### src/rtl/mux42_arbiter_pkg.sv
// Shared sizing, state encoding and the grant-selection helper for the
// four-input arbitrated multiplexer.
package mux42_arbiter_pkg;

    localparam int NR_REQ = 4;
    localparam int SEL_W  = 2;
    localparam int DATA_W = 2;

    // IDLE means the output register is empty; HOLD means it carries an
    // item that downstream has not taken yet.
    typedef enum logic {
        IDLE = 1'b0,
        HOLD = 1'b1
    } state_t;

    typedef struct packed {
        logic             found;
        logic [SEL_W-1:0] idx;
    } grant_t;

    // Picks the first eligible requester. Round-robin mode starts the scan at
    // ptr and relies on SEL_W-bit addition to wrap modulo NR_REQ; fixed mode
    // always starts at index 0. The loop runs from the far end downwards so
    // that the closest candidate is the last one written and therefore wins.
    function automatic grant_t pick_winner(
        input logic [NR_REQ-1:0] eligible,
        input logic [SEL_W-1:0]  ptr,
        input logic              rr_en
    );
        grant_t           result;
        logic [SEL_W-1:0] idx;
        result = '0;
        for (int i = NR_REQ - 1; i >= 0; i--) begin
            idx = rr_en ? ptr + SEL_W'(i) : SEL_W'(i);
            if (eligible[idx]) begin
                result.found = 1'b1;
                result.idx   = idx;
            end
        end
        return result;
    endfunction

endpackage

### src/rtl/mux42.sv
// Plain 4:1 data multiplexer feeding the arbiter's output register.
module mux42
    import mux42_arbiter_pkg::*;
(
    input  logic [DATA_W-1:0] din [NR_REQ-1:0],
    input  logic [SEL_W-1:0]  sel,
    output logic [DATA_W-1:0] dout
);

    assign dout = din[sel];

endmodule

### src/rtl/mux42_arbiter.sv
// Four-requester arbiter with a one-entry registered output. A grant loads the
// winner's index and data; the entry is held until downstream accepts it, and
// a new winner can be loaded in the same cycle so transfers can run back to back.
module mux42_arbiter
    import mux42_arbiter_pkg::*;
#(
    parameter bit RR_EN = 1'b1
) (
    input  logic              clk,
    input  logic              rst,
    input  logic [NR_REQ-1:0] req,
    input  logic [DATA_W-1:0] din [NR_REQ-1:0],
    output logic [NR_REQ-1:0] ack,
    output logic [SEL_W-1:0]  sel,
    output logic [DATA_W-1:0] dout,
    output logic              dout_valid,
    input  logic              dout_ready,
    output logic              busy
);

    state_t            state;
    state_t            state_next;
    logic [SEL_W-1:0]  ptr;
    logic              accept;
    logic              load;
    logic [NR_REQ-1:0] eligible;
    logic [DATA_W-1:0] mux_out;
    grant_t            win;

    assign dout_valid = (state == HOLD);
    assign busy       = dout_valid;
    assign accept     = dout_valid && dout_ready;

    // The requester being acknowledged has not yet presented its next item,
    // so its request is masked out of this cycle's arbitration.
    assign eligible = req & ~ack;
    assign win      = pick_winner(eligible, ptr, RR_EN);

    mux42 u_mux (
        .din  (din),
        .sel  (win.idx),
        .dout (mux_out)
    );

    // One-hot acknowledge for the entry leaving the output register this cycle.
    always_comb begin
        ack = '0;
        if (accept) begin
            ack[sel] = 1'b1;
        end
    end

    // Decide whether the output register takes a new winner and where the FSM goes.
    always_comb begin
        state_next = state;
        load       = 1'b0;
        case (state)
            IDLE: begin
                if (win.found) begin
                    load       = 1'b1;
                    state_next = HOLD;
                end
            end
            HOLD: begin
                if (accept) begin
                    if (win.found) begin
                        load = 1'b1;
                    end else begin
                        state_next = IDLE;
                    end
                end
            end
            default: state_next = IDLE;
        endcase
    end

    // State, output register and round-robin pointer; the pointer moves to
    // the slot after each new grant so that slot is scanned first next time.
    always_ff @(posedge clk) begin
        if (rst) begin
            state <= IDLE;
            sel   <= '0;
            dout  <= '0;
            ptr   <= '0;
        end else begin
            state <= state_next;
            if (load) begin
                sel  <= win.idx;
                dout <= mux_out;
                ptr  <= win.idx + SEL_W'(1);
            end
        end
    end

endmodule

### config.mk
export PLATFORM = sky130hd
export DESIGN_NAME = mux42_arbiter
export DESIGN_NICKNAME = d
export VERILOG_FILES = /design/src/rtl/mux42_arbiter_pkg.sv /design/src/rtl/mux42.sv /design/src/rtl/mux42_arbiter.sv
export SDC_FILE = /design/constraint.sdc
export NUM_CORES = 1
export LEC_CHECK = 0
export BUFFER_PORTS_ARGS = -buffer_cell sky130_fd_sc_hd__buf_2
export CAP_MARGIN = 10
export CORE_MARGIN = 3
export CORE_UTILIZATION = 45
export CTS_BUF_LIST = sky130_fd_sc_hd__clkbuf_16
export DETAILED_ROUTE_END_ITERATION = 7
export PLACE_DENSITY = 0.83
export RECOVER_POWER = 100
export SKIP_CTS_REPAIR_TIMING = 1
export SLEW_MARGIN = 5
export SYNTH_ARGS = -nofsm -noshare
export SYNTH_HDL_FRONTEND = slang
export SYNTH_SLANG_ARGS = --single-unit
export TNS_END_PERCENT = 10
### constraint.sdc
create_clock -name clk -period 2.1 [get_ports clk]
set_input_delay 0.315 -clock clk [delete_from_list [all_inputs] [get_ports clk]]
set_output_delay 0.315 -clock clk [all_outputs]
set_load 0.005 [all_outputs]
==> results of run 1 <==
==> path summary, 6_finish.rpt <==
check                                          from                    to  slack [ns]  depth (start not counted)
worst min register to register  ptr[0]$_SDFFE_PP0P_   ptr[0]$_SDFFE_PP0P_        0.57                          2
worst max-delay path            sel[0]$_SDFFE_PP0P_  dout[1]$_SDFFE_PP0P_        0.13                          5
worst min-delay path                            rst   ptr[1]$_SDFFE_PP0P_        0.36                          2
worst max register to register  sel[0]$_SDFFE_PP0P_  dout[1]$_SDFFE_PP0P_        0.13                          5
==> where the power goes <==
group | total (mW) | switching (mW) | internal (mW)
clock network | 0.320 | 0.0726 | 0.248
registers | 0.178 | 0.0242 | 0.154
logic | 0.188 | 0.0927 | 0.0958
total | 0.687 | 0.189 | 0.498
==> critical path, delay by kind of cell (launching register included) <==
family / cells / cell delay, ns
AND/OR/NAND/NOR: 3 / 0.91
flip-flops: 1 / 0.41
AO/OA/AOI/OAI: 2 / 0.57
==> cells in the final DEF (no fill, tap or decap) <==
cell / count
buf_2: 22
dfxtp_1: 7
nor2_1: 6
mux2i_1: 6
inv_1: 5
nand2_1: 4
or3b_2: 3
clkbuf_16: 3
nand4b_1: 2
nand4_1: 2
nand3b_1: 2
a211oi_2: 2
o221ai_2: 2
clkbuf_1: 2
clkinv_2: 1
and4bb_4: 1
nand2b_4: 1
and2b_1: 1
a41oi_4: 1
o211ai_1: 1
a2111oi_4: 1
o22ai_1: 1
o22ai_4: 1
a22oi_1: 1
o32ai_2: 1
a311oi_4: 1
xnor2_1: 1
a211oi_1: 1
or3b_1: 1
buf_4: 1
==> per-layer routing <==
| metal | wire, um | share of wire (%) | global-route usage [%] | vias to the layer above |
|---|---|---|---|---|
| met5 | 0 | 0 | 0 | - |
| met4 | 30 | 2.3 | 9.32 | 0 |
| met3 | 89 | 6.7 | 3.86 | 4 |
| met2 | 630 | 48 | 28.1 | 22 |
| met1 | 574 | 43 | 20.4 | 237 |
| li1 | - | - | - | 273 |
==> stage by stage <==
step                      hold WS [ns]  utilization [%]  instance area (um^2)  worst slack (ns)  std cells
after global routing             0.363             68.9                   807          0.000457         98
after detailed placement         0.566             60.7                   711             0.135         93
after CTS                        0.351             67.4                   790             0.124         97
after floorplan                  0.513                -                   588             0.286         57
after global placement           0.553             60.7                   711             0.169         93
final                            0.356             68.9                   807             0.129         98
==> final cells by class <==
cell class / count / area (um^2) / area share, %
clock buffers: 3 / 75.1 / 9.30
inverters: 5 / 20.0 / 2.48
flip-flops and latches: 7 / 140 / 17.4
repair buffers: 25 / 125 / 15.5
multi-input cells: 43 / 425 / 52.7
clock inverters: 1 / 3.75 / 0.465
well taps: 14 / 17.5 / 2.17
==> state kept, by name (all words and copies together), names as in the netlist <==
signal / flops
dout: 2
ptr: 2
sel: 2
busy: 1
==> kinds of logic after synthesis <==
logic type | Yosys count | share of synthesized area (%)
mux | 6 | 10.2
simple gates | 23 | 26.4
compound gates | 13 | 32.1
buf+inv | 7 | 5.96
xor+xnor | 1 | 1.49
flops | 7 | 23.8
==> flow_summary.toml, run 1 <==
[synth]
synth_nets = 72
synthTopCellsByCount = "dfxtp_1 (7), mux2i_1 (6), nor2_1 (6)"
async_flop_share_pct = 0
ys_ff_latch = 7
synth.avg_cell_area_um2 = 10.3
ys_seq_area_share_pct = 23.8
synth_edf_count = 0
synth.distinct_cells = 29
synth_area_leaders = "dfxtp_1 (24%), mux2i_1 (10%), o221ai_2 (5.1%)"
synth_cells = 57
synth_area_um2 = 588
synthFlopType = "dfxtp_1"
netlist.area_leader.share_pct = 23.8
yosysMostFrequentCell = "dfxtp_1"
synth_top_area_cell = "dfxtp_1"
synth_warnings = 0

[detailed_routing]
avgViaCountPerCell = 5.47
vias = 536
drt_iter0_drc = 5
drt-pass1-iter-count = 3
wl_per_cell_um = 13.5
routed_wl_um = 1330
drc = 0
ant_nets = 0

[run_status]
status = "completed"

[setup_path]
crit_type = "reg -> reg"
start_kind = "flip-flop"
cpPeakStageDelay_ns = 0.45
slowest_stage = "or3b_1"
cp-end-kind = "flip-flop"
worstPathRequired_ns = 2.25
crit_chain = "and4bb_4, nand2b_4, a41oi_4, or3b_1, o221ai_2"
cp_max_fo = 10
arrival_ns = 2.12

[placed_design]
io_buffer_count = 24
gp_congestion = 0.862
dp_hpwl_um = 1030

[flow_run]
drv_cap = 0

[pwr]
powerDensity_nw_per_um2 = 851
vdd_drop_max_v = 0.000456
power_leakage_nw = 0.368
finalPower_mw = 0.687

[final_layout]
drive_gt1_share_pct = 48.8
nets = 100
syn_to_final_growth_pct = 37.2
fillers = 104
diodes = 0

[sta]
slew_viol_final = 0
skew_ns = 0.00186
grt_setup_unrepaired = "no"
setup-violations-final = 0
max_slew_margin_pct = 67.9
fin_crit_ns = 1.97
fin_crit_sh_pct = 93.9
worstMarginPinSlew_ns = 0.481
timing.fmax_ghz = 0.507
setup_tns_ns = 0
finalHoldViolations = 0

[grt]
grt_pass1_vias = 557
grt_pass1_wl_um = 2370
grt_overflow = 0
grt_max_degree = 11
antenna_found_initial = 0
grtUsageTotal_pct = 17.1

[hold_path]
min_path_type = "in -> reg"

[clocking]
clkTransAtPathRegs_ns = 0.04
clock_sinks = 7
tritoncts.num_buffers = 3
cts_buffer_depth = 2
tritoncts = "done"
cts_root_buf = "clkbuf_16"
htree_levels = 1
clk-insertion-delay-late_ns = 0.23

[floorplanning]
die_x_um = 42.2
die_h_um = 42.2
initial_core_util_pct = 50.2
die_area_um2 = 1780
ioPinCount = 25
num_rows = 12
coreArea_um2 = 1170
Power figures use the tool's default switching activity.
==> run 2: changes to the inputs <==
Clock period 2.1 ns to 1.9 ns, I/O delays scaled along.
==> run 2 against run 1 <==
  * Combinational power up 45%
  * Via count grew 12%
  * Setup slack lost 0.058 ns
  * First-iteration DRC count unchanged
  * Clock-buffer cell count did not move
  * Total power is 18% higher
  * Critical path type unchanged
  * Largest power group unchanged
==> flow_summary.toml, run 2 (synthesis gave the netlist of run 1 again) <==
[run_status]
status = "completed"

[detailed_routing]
drt_iter0_drc = 5
avgViaCountPerCell = 5.77
routed_wl_um = 1630
drc = 0
wl_per_cell_um = 15.7
ant_nets = 0
vias = 600
drt-pass1-iter-count = 4

[pwr]
p_int_mw = 0.584
vdd_drop_max_v = 0.000756
power_leakage_nw = 0.400
finalPower_mw = 0.808
switchingPower_mw = 0.224
p_clk_share_pct = 43.0
powerDensity_nw_per_um2 = 929
p_sw_share_pct = 27.7
pwr-share-seq_pct = 23.3
pwr-share-comb_pct = 33.7

[floorplanning]
coreArea_um2 = 1170
ioPinCount = 25
die_area_um2 = 1780
die_h_um = 42.2
num_rows = 12
initial_core_util_pct = 50.2
die_x_um = 42.2

[grt]
grtUsageTotal_pct = 19.1
grt_pass1_wl_um = 2570
grt_overflow = 0
grt_max_degree = 10
antenna_found_initial = 0
grt_pass1_vias = 603

[sta]
fin_crit_sh_pct = 96.3
timing.fmax_ghz = 0.547
fin_crit_ns = 1.83
whs_ns = 0.343
slew_viol_final = 0
setup-violations-final = 0
max_slew_margin_pct = 80.7
skew_ns = 0.000285
finalHoldViolations = 0
worst_slack_ns = 0.0704
setup_tns_ns = 0
worstMarginPinSlew_ns = 0.288

[clocking]
tritoncts = "done"
clock_sinks = 7
cts_root_buf = "clkbuf_16"
clkTransAtPathRegs_ns = 0.04
htree_levels = 1
cts_buffer_depth = 2
clk-insertion-delay-late_ns = 0.23
tritoncts.num_buffers = 3

[hold_path]
min_path_type = "in -> reg"
holdPathEnd = "sel[1]$_SDFFE_PP0P_"
hold_depth = 2
hp-start = "rst"

[flow_run]
drv_cap = 0

[final_layout]
stdcell_area_um2 = 870
diodes = 0
fillers = 77
ff_latch_area_um2 = 144
reg_top3 = "dout x2, ptr x2, sel x2"
drive_gt1_share_pct = 58.9
layout_common_cells = "buf_2 (22), nor2_1 (6), buf_4 (6)"
instances_no_fill = 104
fin_util_pct = 74.3
multi_input_area_um2 = 435
syn_to_final_growth_pct = 47.9
nets = 106
layout_commonest_cell = "buf_2"

[setup_path]
cp-end-kind = "flip-flop"
reg2reg_depth = 5
start_kind = "flip-flop"
crit_path_start = "sel[1]$_SDFFE_PP0P_"
r2r_setup_slack_ns = 0.07
r2r-end = "dout[0]$_SDFFE_PP0P_"
worstPathRequired_ns = 2.04
cp_max_fo = 5
crit_type = "reg -> reg"
arrival_ns = 1.97
worstReg2RegStart = "sel[1]$_SDFFE_PP0P_"

[placed_design]
place_area_um2 = 763
io_buffer_count = 24
dp_hpwl_um = 1230
place_ws_ns = -0.0371
gp_congestion = 0.898
dp.cells = 100
[run 2: cell count changes in the layout (fill, tap and decap cells not counted), sizes merged]
cell	delta
buf	+6
[run 2: final cells by class]
| class | instances | share of cell area (%) |
|---|---|---|
| clock inverters | 1 | 0.432 |
| multi-input cells | 43 | 50.1 |
| repair buffers | 31 | 20.0 |
| clock buffers | 3 | 8.63 |
| well taps | 14 | 2.01 |
| inverters | 5 | 2.30 |
| flip-flops and latches | 7 | 16.5 |
[run 2: per-layer routing]
layer  vias to the layer above  part of all wire [%]  track usage, %
li1                        290                     -               -
met1                       287                    40            17.1
met2                        21                    52            38.3
met3                         2                   6.1            5.58
met4                         0                   1.3            8.70
met5                         -                     0               0
[run 2: worst max-delay path by stage]
stage	to	depth (start not counted)
after floorplan	dout[1]$_SDFFE_PP0P_	5
after global placement	dout[0]$_SDFFE_PP0P_	6
after detailed placement	dout[0]$_SDFFE_PP0P_	5
after CTS	dout[0]$_SDFFE_PP0P_	7
after global routing	dout[0]$_SDFFE_PP0P_	7
final	dout[0]$_SDFFE_PP0P_	5
[run 2: power by group through the flow]
stage | sequential [mW] | clock [mW] | combinational [mW]
after floorplan | 0.194 | 0 | 0.153
after detailed placement | 0.188 | 0 | 0.250
after global placement | 0.186 | 0 | 0.244
final | 0.188 | 0.347 | 0.273
after CTS | 0.186 | 0.351 | 0.257
after global routing | 0.192 | 0.364 | 0.291
[run 2: worst max-delay path, stage by stage, from the launching register on]
cell       delay, ns
dfxtp_2         0.33
nand4b_1        0.33
a2111oi_4       0.40
a211oi_2        0.09
or3b_4          0.40
o221ai_2        0.20
